===== src/rtl/qspi_mem_ctrl.sv =====
// Quad-SPI memory controller: turns one valid/ready word request into a
// command / quad address / dummy / quad data sequence towards either the
// PSRAM (ce0, sclk_ram) or the NOR flash (ce1, sclk_nor) on a shared sio bus.
module qspi_mem_ctrl #(
  parameter int RAM_DUMMY = 6,
  parameter int NOR_DUMMY = 6,
  parameter int CE_GAP    = 2
) (
  input  logic        clk,
  input  logic        resetn,
  input  logic        valid,
  output logic        ready,
  input  logic        nor_sel,
  input  logic [23:0] addr,
  input  logic [31:0] wdata,
  input  logic [3:0]  wstrb,
  output logic [31:0] rdata,
  output logic        ce0,
  output logic        ce1,
  output logic        sclk_ram,
  output logic        sclk_nor,
  input  logic [3:0]  sio_i,
  output logic [3:0]  sio_o,
  output logic [3:0]  sio_oe
);

  typedef enum logic [2:0] {IDLE, CMD, ADDR, DUMMY, DATA, DONE} state_t;

  localparam logic [7:0] RAM_DUMMY_LEN = 8'(RAM_DUMMY);
  localparam logic [7:0] NOR_DUMMY_LEN = 8'(NOR_DUMMY);
  localparam logic [7:0] CE_GAP_LEN    = 8'(CE_GAP);

  state_t      state, state_next;
  logic        phase;
  logic [7:0]  cnt;
  logic        dev;
  logic        is_read;
  logic [23:0] addr_l;
  logic [31:0] wbuf;
  logic [7:0]  data_last;
  logic [31:0] rbuf;
  logic [31:0] rbuf_next;
  logic [7:0]  gap;

  logic [1:0]  lo_lane, hi_lane;
  logic        accept;
  logic        active;
  logic [7:0]  dummy_len;
  logic [7:0]  cmd_byte;
  logic [4:0]  addr_idx;
  logic [4:0]  nib_idx;
  logic        addr_lsb_unused;

  // The low address bits are replaced by the word alignment or the first strobe lane.
  assign addr_lsb_unused = ^addr[1:0];

  assign accept    = (state == IDLE) && valid && (gap == 8'd0);
  assign active    = (state == CMD) || (state == ADDR) || (state == DUMMY) || (state == DATA);
  assign dummy_len = dev ? NOR_DUMMY_LEN : RAM_DUMMY_LEN;
  assign cmd_byte  = is_read ? 8'hEB : 8'h38;
  assign addr_idx  = 5'd20 - {cnt[2:0], 2'b00};
  // Within a byte the high nibble travels first, so even clocks map to bits [7:4].
  assign nib_idx   = {cnt[2:1], ~cnt[0], 2'b00};

  // Lowest and highest enabled byte lanes bound the write span.
  always_comb begin
    lo_lane = 2'd0;
    hi_lane = 2'd0;
    for (int i = 3; i >= 0; i--)
      if (wstrb[i]) lo_lane = 2'(i);
    for (int i = 0; i < 4; i++)
      if (wstrb[i]) hi_lane = 2'(i);
  end

  // State register with SPI half-clock phase and per-state clock counter.
  always_ff @(posedge clk) begin
    if (!resetn) begin
      state <= IDLE;
      phase <= 1'b0;
      cnt   <= 8'd0;
    end else begin
      state <= state_next;
      phase <= active ? ~phase : 1'b0;
      if (state_next != state)
        cnt <= 8'd0;
      else if (phase)
        cnt <= cnt + 8'd1;
    end
  end

  // Next-state logic: every phase ends on the closing half of its last SPI clock.
  always_comb begin
    state_next = state;
    case (state)
      IDLE:  if (accept) state_next = ((wstrb != 4'd0) && nor_sel) ? DONE : CMD;
      CMD:   if (phase && cnt == 8'd7) state_next = ADDR;
      ADDR:  if (phase && cnt == 8'd5)
               state_next = (is_read && dummy_len != 8'd0) ? DUMMY : DATA;
      DUMMY: if (phase && cnt == dummy_len - 8'd1) state_next = DATA;
      DATA:  if (phase && cnt == data_last) state_next = DONE;
      DONE:  state_next = IDLE;
      default: state_next = IDLE;
    endcase
  end

  // Pin-side outputs decoded from the current state, counter and phase.
  always_comb begin
    ce0      = !(active && !dev);
    ce1      = !(active && dev);
    sclk_ram = active && !dev && phase;
    sclk_nor = active && dev && phase;
    ready    = (state == DONE);
    sio_o    = 4'h0;
    sio_oe   = 4'h0;
    case (state)
      CMD: begin
        sio_o  = {3'b000, cmd_byte[3'd7 - cnt[2:0]]};
        sio_oe = 4'b0001;
      end
      ADDR: begin
        sio_o  = addr_l[addr_idx +: 4];
        sio_oe = 4'b1111;
      end
      DUMMY: begin
        if (dev && cnt == 8'd0) begin
          sio_o  = 4'hF;
          sio_oe = 4'b1111;
        end else if (dev && cnt == 8'd1) begin
          sio_o  = 4'h0;
          sio_oe = 4'b1111;
        end
      end
      DATA: begin
        if (!is_read) begin
          sio_o  = wbuf[nib_idx +: 4];
          sio_oe = 4'b1111;
        end
      end
      default: ;
    endcase
  end

  // Latch the request on acceptance; writes are pre-shifted so the first lane sits at byte 0.
  always_ff @(posedge clk) begin
    if (!resetn) begin
      dev       <= 1'b0;
      is_read   <= 1'b0;
      addr_l    <= 24'd0;
      wbuf      <= 32'd0;
      data_last <= 8'd0;
    end else if (accept) begin
      dev     <= nor_sel;
      is_read <= (wstrb == 4'd0);
      wbuf    <= wdata >> {lo_lane, 3'b000};
      if (wstrb == 4'd0) begin
        addr_l    <= {addr[23:2], 2'b00};
        data_last <= 8'd7;
      end else begin
        addr_l    <= {addr[23:2], lo_lane};
        data_last <= {5'd0, hi_lane - lo_lane, 1'b1};
      end
    end
  end

  // Incoming nibble merged into the read buffer for the current data clock.
  always_comb begin
    rbuf_next = rbuf;
    rbuf_next[nib_idx +: 4] = sio_i;
  end

  // Capture read nibbles at the end of each sampling half; publish the word on the last one.
  always_ff @(posedge clk) begin
    if (!resetn) begin
      rbuf  <= 32'd0;
      rdata <= 32'd0;
    end else if (state == DATA && is_read && phase) begin
      rbuf <= rbuf_next;
      if (cnt == data_last)
        rdata <= rbuf_next;
    end
  end

  // Chip-enable gap: reload when ce rises, count down while ce stays high.
  always_ff @(posedge clk) begin
    if (!resetn)
      gap <= CE_GAP_LEN;
    else if (active && state_next == DONE)
      gap <= CE_GAP_LEN;
    else if ((state == IDLE || state == DONE) && gap != 8'd0)
      gap <= gap - 8'd1;
  end

endmodule


===== config.mk =====
export PLATFORM = sky130hd
export DESIGN_NAME = qspi_mem_ctrl
export DESIGN_NICKNAME = d
export VERILOG_FILES = /design/src/rtl/qspi_mem_ctrl.sv
export SDC_FILE = /design/constraint.sdc
export NUM_CORES = 1
export LEC_CHECK = 0
export ABC_AREA = 1
export CAP_MARGIN = 5
export CORE_AREA = 2 2 126 128
export CTS_CLUSTER_SIZE = 12
export DETAILED_ROUTE_END_ITERATION = 8
export DIE_AREA = 0 0 128 130
export PLACE_DENSITY = 0.71
export SYNTH_ARGS = -nofsm -noshare
export SYNTH_HDL_FRONTEND = slang
export SYNTH_SLANG_ARGS = --single-unit

===== constraint.sdc =====
create_clock -name clk -period 4.55 [get_ports clk]
set_input_delay 0.91 -clock clk [delete_from_list [all_inputs] [get_ports clk]]
set_output_delay 0.91 -clock clk [all_outputs]
set_load 0.01 [all_outputs]

==> results.md <==
- Status: complete, no violations
- Crit path cell chain: inv_1, ha_1, nor2_1, o21a_1, o21a_1, a21oi_1, o211ai_1, clkdlybuf4s50_1
- Synth Register Bits: 145
- Initial DRT Pass Iterations: 6
- Total congestion overflow after global routing: 0
- Largest net degree at the start of global routing: 52
- DRC Markers: 0
- Hold buffer count at cts: 0
- Clock root buffer: clkbuf_16
- CP startpoint kind: register
- CTS tree: yes
- Postcts setup bufs: 0
- FP Rows: 46
- CP most frequent cell: o21a_1
- Die Width: 128 um
- Max-cap viol count: 0
- Hold Path Class: register to register
- Worst EP required: 3.64 ns
- Die H: 130 um
- Distinct cells, synth: 43
- Tightest Pin Transition: 0.935 ns
- Post-DP Area: 8290 sq um
- GPL Wtd Cong: 0.863
- Drt wl/cell: 13.9 um
- VDD IR max: 0.340 mV
- Reg area: 2900 sq um
- CTS Sinks: 145
- Setup Viol. Count Final: 0
- # resized after CTS: 0
- Share of cells above drive strength 1: 6.51%
- Clk_lat worst skew: 0.43 ns
- Yosys warns: 0
- Kind of critical path: register to output port
- Pleak: 3.47 nW
- Core area: 15,400 sq um
- Initial Util: 46.6%
- Setup Skew: 0.00856 ns
- Register-to-register setup slack: 1.94 ns
- Arrival @ worst endpoint: 3.11 ns
- H-tree depth: 4
- Finished Core Util: 57.4%
- Final hold vios: 0
- Antenna fix cells: 0
- Hold slack: 0.461 ns
- Final setup margin: 0.535 ns
- Initial antenna violation count: 0
- Die ar.: 16,600 sq um
- Post-Syn Area: 7190 sq um
- Maximum fanout along the worst path: 16
- Synth area leader: dfxtp_1
- Count leader, synth: nand2_1
- Setup_tns: 0 ns
- Max incr delay on CP: 0.69 ns
- Async SR Flop Fraction: 0%
- Tot GR Track Use: 22.3%
- EDFF count, synth: 0
- Register area share after synthesis: 40.4%
- Port bufs: 110
- Syn Nets: 1,094
- Detail Placement HPWL: 12,300 um
- FMAX: 249 MHz
- First-pass GRT wire length: 30,000 um
- Vias in the first global route: 6,123
- Total wire length: 18,000 um
- Top area cells in the synthesized netlist: dfxtp_1 40%, nand2_1 9.8%, nor2_1 9.2%, o21ai_0 7.2%, inv_1 4.3%
- Boundary pin count: 113
- Vias: 6,846
- Nets: 1,173
- Final max-slew violation count: 0
- Synth top cells by count: 187 x nand2_1, 177 x nor2_1, 145 x dfxtp_1
- Design Area, Final: 8850 sq um
- Main synth FF type: dfxtp_1
- Pre-CTS setup slack: 0.979 ns
- TritonCTS Buffers: 17
- Multi-input gate area: 3640 sq um
- Via-to-Cell Ratio: 5.27
- Crit. End Element: output port
- Fin crit period: 4.02 ns
- Syn_area_per_cell: 7.07 sq um
- Relative slew margins: 37.7%
- Worst-path clk slew: 0.06 ns
- Layout area overhead: 23.1%
- Post-route clock period utilization: 88.3%
- Number of nets still failing antenna checks after routing: 0
- Fill count: 1,477
- Yosys top cell area share: 40.4%
- RSZ-0062 raised after global routing: false
- Bufs on Longest Clock Path: 2
- Power Dens Cells: 442 nW/um^2
- Drt first-iter violations: 494
- Slowest CP cell: dfxtp_1
- Cells after Synth: 1,017
==> power breakdown <==
group / switching (mW) / total, mW / internal [mW]
clock network: 0.508 / 1.35 / 0.837
registers: 0.0936 / 1.50 / 1.41
logic: 0.691 / 1.07 / 0.379
total: 1.29 / 3.92 / 2.62
==> layer usage <==
layer  up-vias  share of wire, %  global-route usage (%)
met5         -                 0                       0
met3        29               5.1                    4.14
met1      3095                48                    30.6
met4         0               1.7                    8.27
li1       3520                 -                       -
met2       202                46                    35.4
==> placed cells by master (no fill, tap or decap), types with 2 or more instances in the layout <==
master	instances
nand2_4	2
a211oi_1	9
nand4_1	12
buf_4	10
clkdlybuf4s50_1	109
clkbuf_8	3
nor2_2	6
o21a_1	13
bufinv_16	2
a22oi_1	6
clkbuf_16	17
nor2_1	177
clkinv_1	2
o21ai_0	104
nand2_1	187
nor3_1	5
clkinv_2	3
nand3_2	2
xnor2_1	7
ha_1	9
o221ai_1	2
a32oi_1	7
o22ai_1	7
xor2_1	5
dfxtp_1	145
a31oi_1	12
inv_1	83
a21oi_1	61
nand2_2	2
nand3_1	28
nor2_4	5
or2_2	11
clkbuf_1	3
inv_2	4
o211ai_1	34
==> final timing paths <==
path / cells past startpoint / end / startpoint
worst max register to register: 9 / rdata[3] / cnt[2]
worst max-delay path: 8 / sio_o[1] / cnt[2]
worst min register to register: 2 / addr_l[0] / addr_l[0]
worst min-delay path: 2 / addr_l[0] / addr_l[0]
==> stage by stage <==
| step | cells | total power [mW] |
|---|---|---|
| floorplan | 1017 | 2.32 |
| global placement | 1269 | 2.58 |
| detailed placement | 1269 | 2.59 |
| CTS | 1298 | 3.94 |
| global route | 1298 | 4.15 |
| finish | 1298 | 3.92 |
==> final cells by class <==
type / instances / share of cell area (%)
well taps: 192 / 2.71
flip-flops and latches: 145 / 32.8
multi-input cells: 723 / 41.2
clock inverters: 6 / 0.933
repair buffers: 120 / 13.2
clock buffers: 23 / 5.40
inverters: 89 / 3.77
==> registers in the layout (all words and copies together) (netlist names), 3 cells and up <==
register	flops
rbuf	32
rdata	32
wbuf	32
addr_l	24
cnt	8
gap	8
data_last	3
state	3
==> kinds of logic (layout without fill, tap and decap cells) <==
kind of cell	count (synthesis)	in the layout	share of synthesized area (%)
AO/OA/AOI/OAI	261	261	21.5
XOR/XNOR	12	12	1.46
adder cells (fa/ha/maj)	9	9	1.57
buffers and inverters	149	238	8.96
flip-flops	145	145	40.4
AND/OR/NAND/NOR	441	441	26.1
==> critical path, delay by kind of cell, from the launching register on <==
kind / cells / cell delay, ns
buf+inv: 2 / 0.79
flops: 1 / 0.69
compound gates: 4 / 0.52
fa+ha+maj: 1 / 0.43
simple gates: 1 / 0.25
No activity file was read; power rests on OpenSTA's default activity.
